==> src/rtl/pc_seq_pkg.sv <==
// Shared types and constants for the ProgCtr run-control sequencer.
// Also holds the branch-target resolution helper used by the LUT.
package pc_seq_pkg;

  localparam int PC_W      = 9;
  localparam int IDX_W     = 5;
  localparam int CNT_W     = 16;
  localparam int LUT_DEPTH = 2 ** IDX_W;

  localparam logic [PC_W-1:0]  PC_LAST = 9'd511;
  localparam logic [CNT_W-1:0] CNT_MAX = 16'hFFFF;

  typedef enum logic [1:0] {
    IDLE = 2'd0,
    INIT = 2'd1,
    RUN  = 2'd2,
    HALT = 2'd3
  } seq_state_t;

  typedef struct packed {
    logic            rel;
    logic [PC_W-1:0] val;
  } lut_entry_t;

  // A relative entry is a two's-complement offset of PC width, so a plain
  // truncating add gives (PC + sign-extended value) mod 2**PC_W.
  function automatic logic [PC_W-1:0] resolve_target(input lut_entry_t entry,
                                                     input logic [PC_W-1:0] pc);
    logic [PC_W-1:0] result;
    if (entry.rel) begin
      result = pc + entry.val;
    end else begin
      result = entry.val;
    end
    return result;
  endfunction

endpackage

==> src/rtl/pc_sequencer_branch_lut.sv <==
// Writable 32-entry branch-target table with combinational read and
// absolute/relative target resolution against the current PC.
module branch_lut
  import pc_seq_pkg::*;
(
  input  logic             clk,
  input  logic             rst_n,
  input  logic             we,
  input  logic [IDX_W-1:0] waddr,
  input  lut_entry_t       wdata,
  input  logic [IDX_W-1:0] ridx,
  input  logic [PC_W-1:0]  pc,
  output logic [PC_W-1:0]  target
);

  lut_entry_t mem_r [LUT_DEPTH];
  lut_entry_t rd_entry_s;

  // Table storage; a same-index read in the write cycle still sees the old entry.
  always_ff @(posedge clk or negedge rst_n) begin
    if (!rst_n) begin
      for (int i = 0; i < LUT_DEPTH; i++) begin
        mem_r[i] <= '0;
      end
    end else if (we) begin
      mem_r[waddr] <= wdata;
    end
  end

  // Combinational read and target resolution.
  always_comb begin
    rd_entry_s = mem_r[ridx];
    target     = resolve_target(rd_entry_s, pc);
  end

endmodule

==> src/rtl/pc_sequencer.sv <==
// Run-control FSM, branch priority mux and executed-cycle counter that
// drive ProgCtr's Start/Branch/Target inputs.
module pc_sequencer
  import pc_seq_pkg::*;
(
  input  logic             Clk,
  input  logic             Reset_n,
  input  logic             Go,
  input  logic             HaltReq,
  input  logic             Stall,
  input  logic             BrReq,
  input  logic             BrCond,
  input  logic [IDX_W-1:0] BrIdx,
  input  logic [PC_W-1:0]  PC,
  input  logic             LutWe,
  input  logic [IDX_W-1:0] LutWaddr,
  input  logic [PC_W:0]    LutWdata,
  output logic             StartPC,
  output logic             Branch,
  output logic [PC_W-1:0]  Target,
  output logic             Running,
  output logic             Done,
  output logic [CNT_W-1:0] CycleCount
);

  seq_state_t       state_r;
  seq_state_t       next_s;
  logic             branch_s;
  logic [PC_W-1:0]  target_s;
  logic [PC_W-1:0]  lut_target_s;
  logic             taken_s;
  logic             start_r;
  logic             running_r;
  logic             done_r;
  logic [CNT_W-1:0] cnt_r;

  branch_lut u_lut (
    .clk    (Clk),
    .rst_n  (Reset_n),
    .we     (LutWe),
    .waddr  (LutWaddr),
    .wdata  (lut_entry_t'(LutWdata)),
    .ridx   (BrIdx),
    .pc     (PC),
    .target (lut_target_s)
  );

  assign taken_s = BrReq & BrCond;

  // State register.
  always_ff @(posedge Clk or negedge Reset_n) begin
    if (!Reset_n) begin
      state_r <= IDLE;
    end else begin
      state_r <= next_s;
    end
  end

  // Next-state and Mealy branch outputs; HaltReq > Stall > taken branch > none.
  always_comb begin
    next_s   = state_r;
    branch_s = 1'b0;
    target_s = '0;
    case (state_r)
      IDLE: begin
        if (Go) begin
          next_s = INIT;
        end else begin
          next_s = IDLE;
        end
      end
      INIT: begin
        next_s = RUN;
      end
      RUN: begin
        if (HaltReq) begin
          next_s = HALT;
        end else if (Stall) begin
          // Reloading the current PC is how ProgCtr is told to hold.
          branch_s = 1'b1;
          target_s = PC;
        end else if (taken_s) begin
          branch_s = 1'b1;
          target_s = lut_target_s;
        end else if (PC == PC_LAST) begin
          next_s = HALT;
        end else begin
          next_s = RUN;
        end
      end
      HALT: begin
        if (Go) begin
          next_s = INIT;
        end else begin
          next_s = HALT;
        end
      end
      default: begin
        next_s = IDLE;
      end
    endcase
  end

  // Registered status outputs, aligned with the state they describe.
  always_ff @(posedge Clk or negedge Reset_n) begin
    if (!Reset_n) begin
      start_r   <= 1'b0;
      running_r <= 1'b0;
      done_r    <= 1'b0;
    end else begin
      start_r   <= (next_s == INIT);
      running_r <= (next_s == RUN);
      done_r    <= (next_s == HALT);
    end
  end

  // Cycle counter; the exit edge does not count so HALT shows the value seen at halt.
  always_ff @(posedge Clk or negedge Reset_n) begin
    if (!Reset_n) begin
      cnt_r <= '0;
    end else if (state_r == INIT) begin
      cnt_r <= '0;
    end else if ((state_r == RUN) && (next_s == RUN) && (cnt_r != CNT_MAX)) begin
      cnt_r <= cnt_r + 16'd1;
    end else begin
      cnt_r <= cnt_r;
    end
  end

  assign StartPC    = start_r;
  assign Running    = running_r;
  assign Done       = done_r;
  assign CycleCount = cnt_r;
  assign Branch     = branch_s;
  assign Target     = target_s;

endmodule

==> config.mk <==
export PLATFORM = sky130hd
export DESIGN_NAME = pc_sequencer
export DESIGN_NICKNAME = d
export VERILOG_FILES = /design/src/rtl/pc_seq_pkg.sv /design/src/rtl/pc_sequencer_branch_lut.sv /design/src/rtl/pc_sequencer.sv
export SDC_FILE = /design/constraint.sdc
export NUM_CORES = 1
export LEC_CHECK = 0
export ABC_AREA = 1
export ABC_CLOCK_PERIOD_IN_PS = 3000
export BUFFER_PORTS_ARGS = -buffer_cell sky130_fd_sc_hd__buf_2
export CAP_MARGIN = 0
export CORE_AREA = 5 5 218 220
export DETAILED_ROUTE_END_ITERATION = 10
export DIE_AREA = 0 0 223 225
export SLEW_MARGIN = 40
export SYNTH_ARGS = -nofsm -noshare
export SYNTH_HDL_FRONTEND = slang
export SYNTH_SLANG_ARGS = --single-unit
export TNS_END_PERCENT = 5
==> constraint.sdc <==
create_clock -name Clk -period 3 [get_ports Clk]
set_input_delay 0.15 -clock Clk [delete_from_list [all_inputs] [get_ports Clk]]
set_output_delay 0.15 -clock Clk [all_outputs]
set_load 0.1 [all_outputs]
==> qor.yml <==
ys_seq_area_share_pct: 51.5
synth_top_family_by_area: "simple AND/OR/NAND/NOR gates"
pin_count: 66
ys_warn_count: 0
syn-num-nets: 2156
yosysTopAreaCell: "dfrtp_1"
synth_edf_count: 0
wl_per_cell_um: 17.8
initialDrtViolationCount: 1574
skew_ns: 0.00576
rsz0062_at_grt: "yes"
grt_overflow: 0
hold_viol_final: 0
synth-adder-area-share_pct: 0.801
coreArea_sq_um: 45100
root_buffer: "clkbuf_16"
maxSlewViolCount: 0
p_per_area_nw_per_um2: 695
worst-r2r-cell-count: 8
power.switching_mw: 4.25
ant_nets: 0
synth-xor-area-share_pct: 0.423
synthMuxAreaShare_pct: 0
synth_cells: 2109
worstPathRequired_ns: 2.85
die_h_um: 225
drc: 0
fin_crit_sh_pct: 113
hold_depth: 3
drt_wl_total_mm: 50.0
status: "finished, violations left"
final_nets: 2224
syn2layout_area_growth_pct: 19.2
postSynthAreaPerCell_sq_um: 7.85
antenna_cells: 0
grt_pass1_wl_mm: 79.4
synth_seq_cells: 341
violations: "setup timing"
dp_hpwl_mm: 32.6
io_buffers: 65
setup_viol_count_final: 8
worstSkewPairLatency_ns: 0.54
ys.flop_type: "dfrtp_1"
htree_levels: 2
clkSinkCount: 341
synthDistinctLibCells: 41
p_clk_share_pct: 35.4
num-fill-cells: 4544
crit_fanout: 3
place_congestion: 0.901
rows: 78
synth_compound_area_share_pct: 13.1
min_path_type: "primary input to flip-flop"
p_total_mw: 13.7
ir_worst_vdd_v: 0.000574
netlist_area_sq_um: 16600
start_util_pct: 36.7
synth_top_area_share_pct: 51.5
cp-start-kind: "flip-flop"
tightestPinTransition_ns: 0.812
dieArea_sq_um: 50200
cts_max_path_buffers: 3
combPwrFrac_pct: 20.9
path_clk_slew_ns: 0.06
drv_cap: 0
cts_tree: "built"
grt_max_degree: 82
p_seq_share_pct: 43.7
die_w_um: 223
drive_gt1_share_pct: 15.3
yosys.area_share.simple_pct: 27.1
worst-setup-path-type: "flip-flop to output port"
antenna_found_initial: 2
swShare_pct: 31.0
end_kind: "output port"
dr.pass1.iters: 5
p_leak_nw: 9.23
num_vias: 14600
vias_per_cell: 5.23
arrival_ns: 3.23
final_util_pct: 43.8
synthTopCellsByArea: "dfrtp_1 (52%), nand2_1 (16%), o21ai_0 (8.7%)"
period_needed_ns: 3.38
setup_ws_ns: -0.383
p_int_mw: 9.47
async_flop_share_pct: 100
cts_buffers: 39
track_usage_pct: 19.5
max_freq_mhz: 296
grt_pass1_vias: 14100
slew_headroom_pct: 45.8
-- power by group through the flow --
stage	logic [mW]	clock network [mW]	registers [mW]
2_1_floorplan	1.71	0	6.14
3_3_place_gp	2.68	0	6.03
3_5_place_dp	2.75	0	6.05
4_1_cts	2.81	4.95	5.98
5_1_grt	3.22	5.14	6.09
6_report	2.87	4.86	6.00
-- worst max-delay path, cell delays in order (launching register included) --
cell and delay (ns):
dfrtp_1 0.38, nand2_1 0.07, nand3_1 0.09, nand3_1 0.11, a21oi_1 0.29, o21ai_0 0.16, nand2_1 0.14, ha_1 0.28
buf_4 0.16, a211oi_1 0.21, nand2_1 0.10, or2_2 0.27, nand3_1 0.07, nand3_1 0.08, nand2_1 0.08, inv_2 0.04
buf_12 0.15
-- metrics by stage --
step	std cells	setup TNS, ns	hold slack [ns]	cell area [sq um]	setup WS (ns)
floorplan	2109	-1.80	-0.146	16600	-0.519
global placement	2724	-0.833	0.212	18100	-0.265
detailed placement	2724	-1.09	0.212	18100	-0.305
CTS	2797	-1.63	0.160	19600	-0.347
global route	2803	-3.17	0.204	19700	-0.535
finish	2803	-1.96	0.180	19700	-0.383
-- area by class of cell --
class | count | area [sq um] | area share, %
repair buffers | 191 | 1690 | 8.54
multi-input cells | 1523 | 7150 | 36.2
clock buffers | 56 | 1200 | 6.09
clock inverters | 11 | 113 | 0.570
well taps | 600 | 751 | 3.80
inverters | 81 | 312 | 1.58
flip-flops and latches | 341 | 8530 | 43.2
-- synth_stat cells (all sizes together) (2+ instances only) --
cell type,n
xnor2,5
or2,2
buf,71
o22ai,2
nand4,5
dfrtp,341
ha,9
o21ai,314
nor3,26
inv,80
nand3,237
xor2,3
clkbuf,93
nand2,723
nor2,85
o211ai,4
a21oi,98
-- flip-flops by register name, summed over array words and instances (netlist names) --
signal,cells
CycleCount,16
Done,1
Running,1
StartPC,1
state_r,2
u_lut.mem_r,320
-- cell usage in the layout (no fill, tap or decap), types with 4 or more instances in the layout --
cell type / n
o21ai_1: 27
clkbuf_16: 41
o21ai_2: 6
nand3_1: 223
nor3_2: 4
o21ai_0: 280
xnor2_1: 5
buf_12: 29
ha_4: 6
nand4_1: 5
nand2_1: 704
buf_2: 53
a21oi_2: 10
nand2_2: 17
nor2_1: 83
nand3_2: 13
dfrtp_1: 341
clkbuf_8: 12
a21oi_1: 86
inv_2: 11
nor3_1: 20
inv_1: 68
o211ai_1: 4
buf_4: 103
clkinv_2: 6
-- path summary, 6_finish.rpt --
kind | from | to | slack [ns]
min | LutWdata[0] | u_lut.mem_r[210] | 0.18
max | u_lut.mem_r[186] | Target[7] | -0.38
min in group asynchronous | Reset_n | u_lut.mem_r[299] | 0.22
min reg2reg | u_lut.mem_r[175] | u_lut.mem_r[175] | 0.48
max in group asynchronous | Reset_n | u_lut.mem_r[152] | 1.90
max reg2reg | CycleCount[6] | CycleCount[13] | 1.18
-- timing repair --
item                                   CTS  global route
hold buffers                             3             0
buffers inserted                         3             6
setup endpoints to repair                8             8
endpoints found under the hold margin   80             0
gates resized for setup                 33            38
pin swaps                               11            16
-- layer usage --
| layer | part of all wire [%] | vias up | track usage, % |
|---|---|---|---|
| met5 | 0.054 | - | 0 |
| met4 | 1.9 | 4 | 5.30 |
| met3 | 7.0 | 82 | 3.63 |
| met2 | 45 | 470 | 30.1 |
| met1 | 46 | 7067 | 28.3 |
| li1 | - | 7025 | - |
-- logic make-up after synthesis --
kind of cell	Yosys count
buffers and inverters	245
XOR/XNOR	8
flip-flops	341
AO/OA/AOI/OAI	424
AND/OR/NAND/NOR	1081
adder cells (fa/ha/maj)	10
Note: power is estimated with default switching activity, not from simulation.
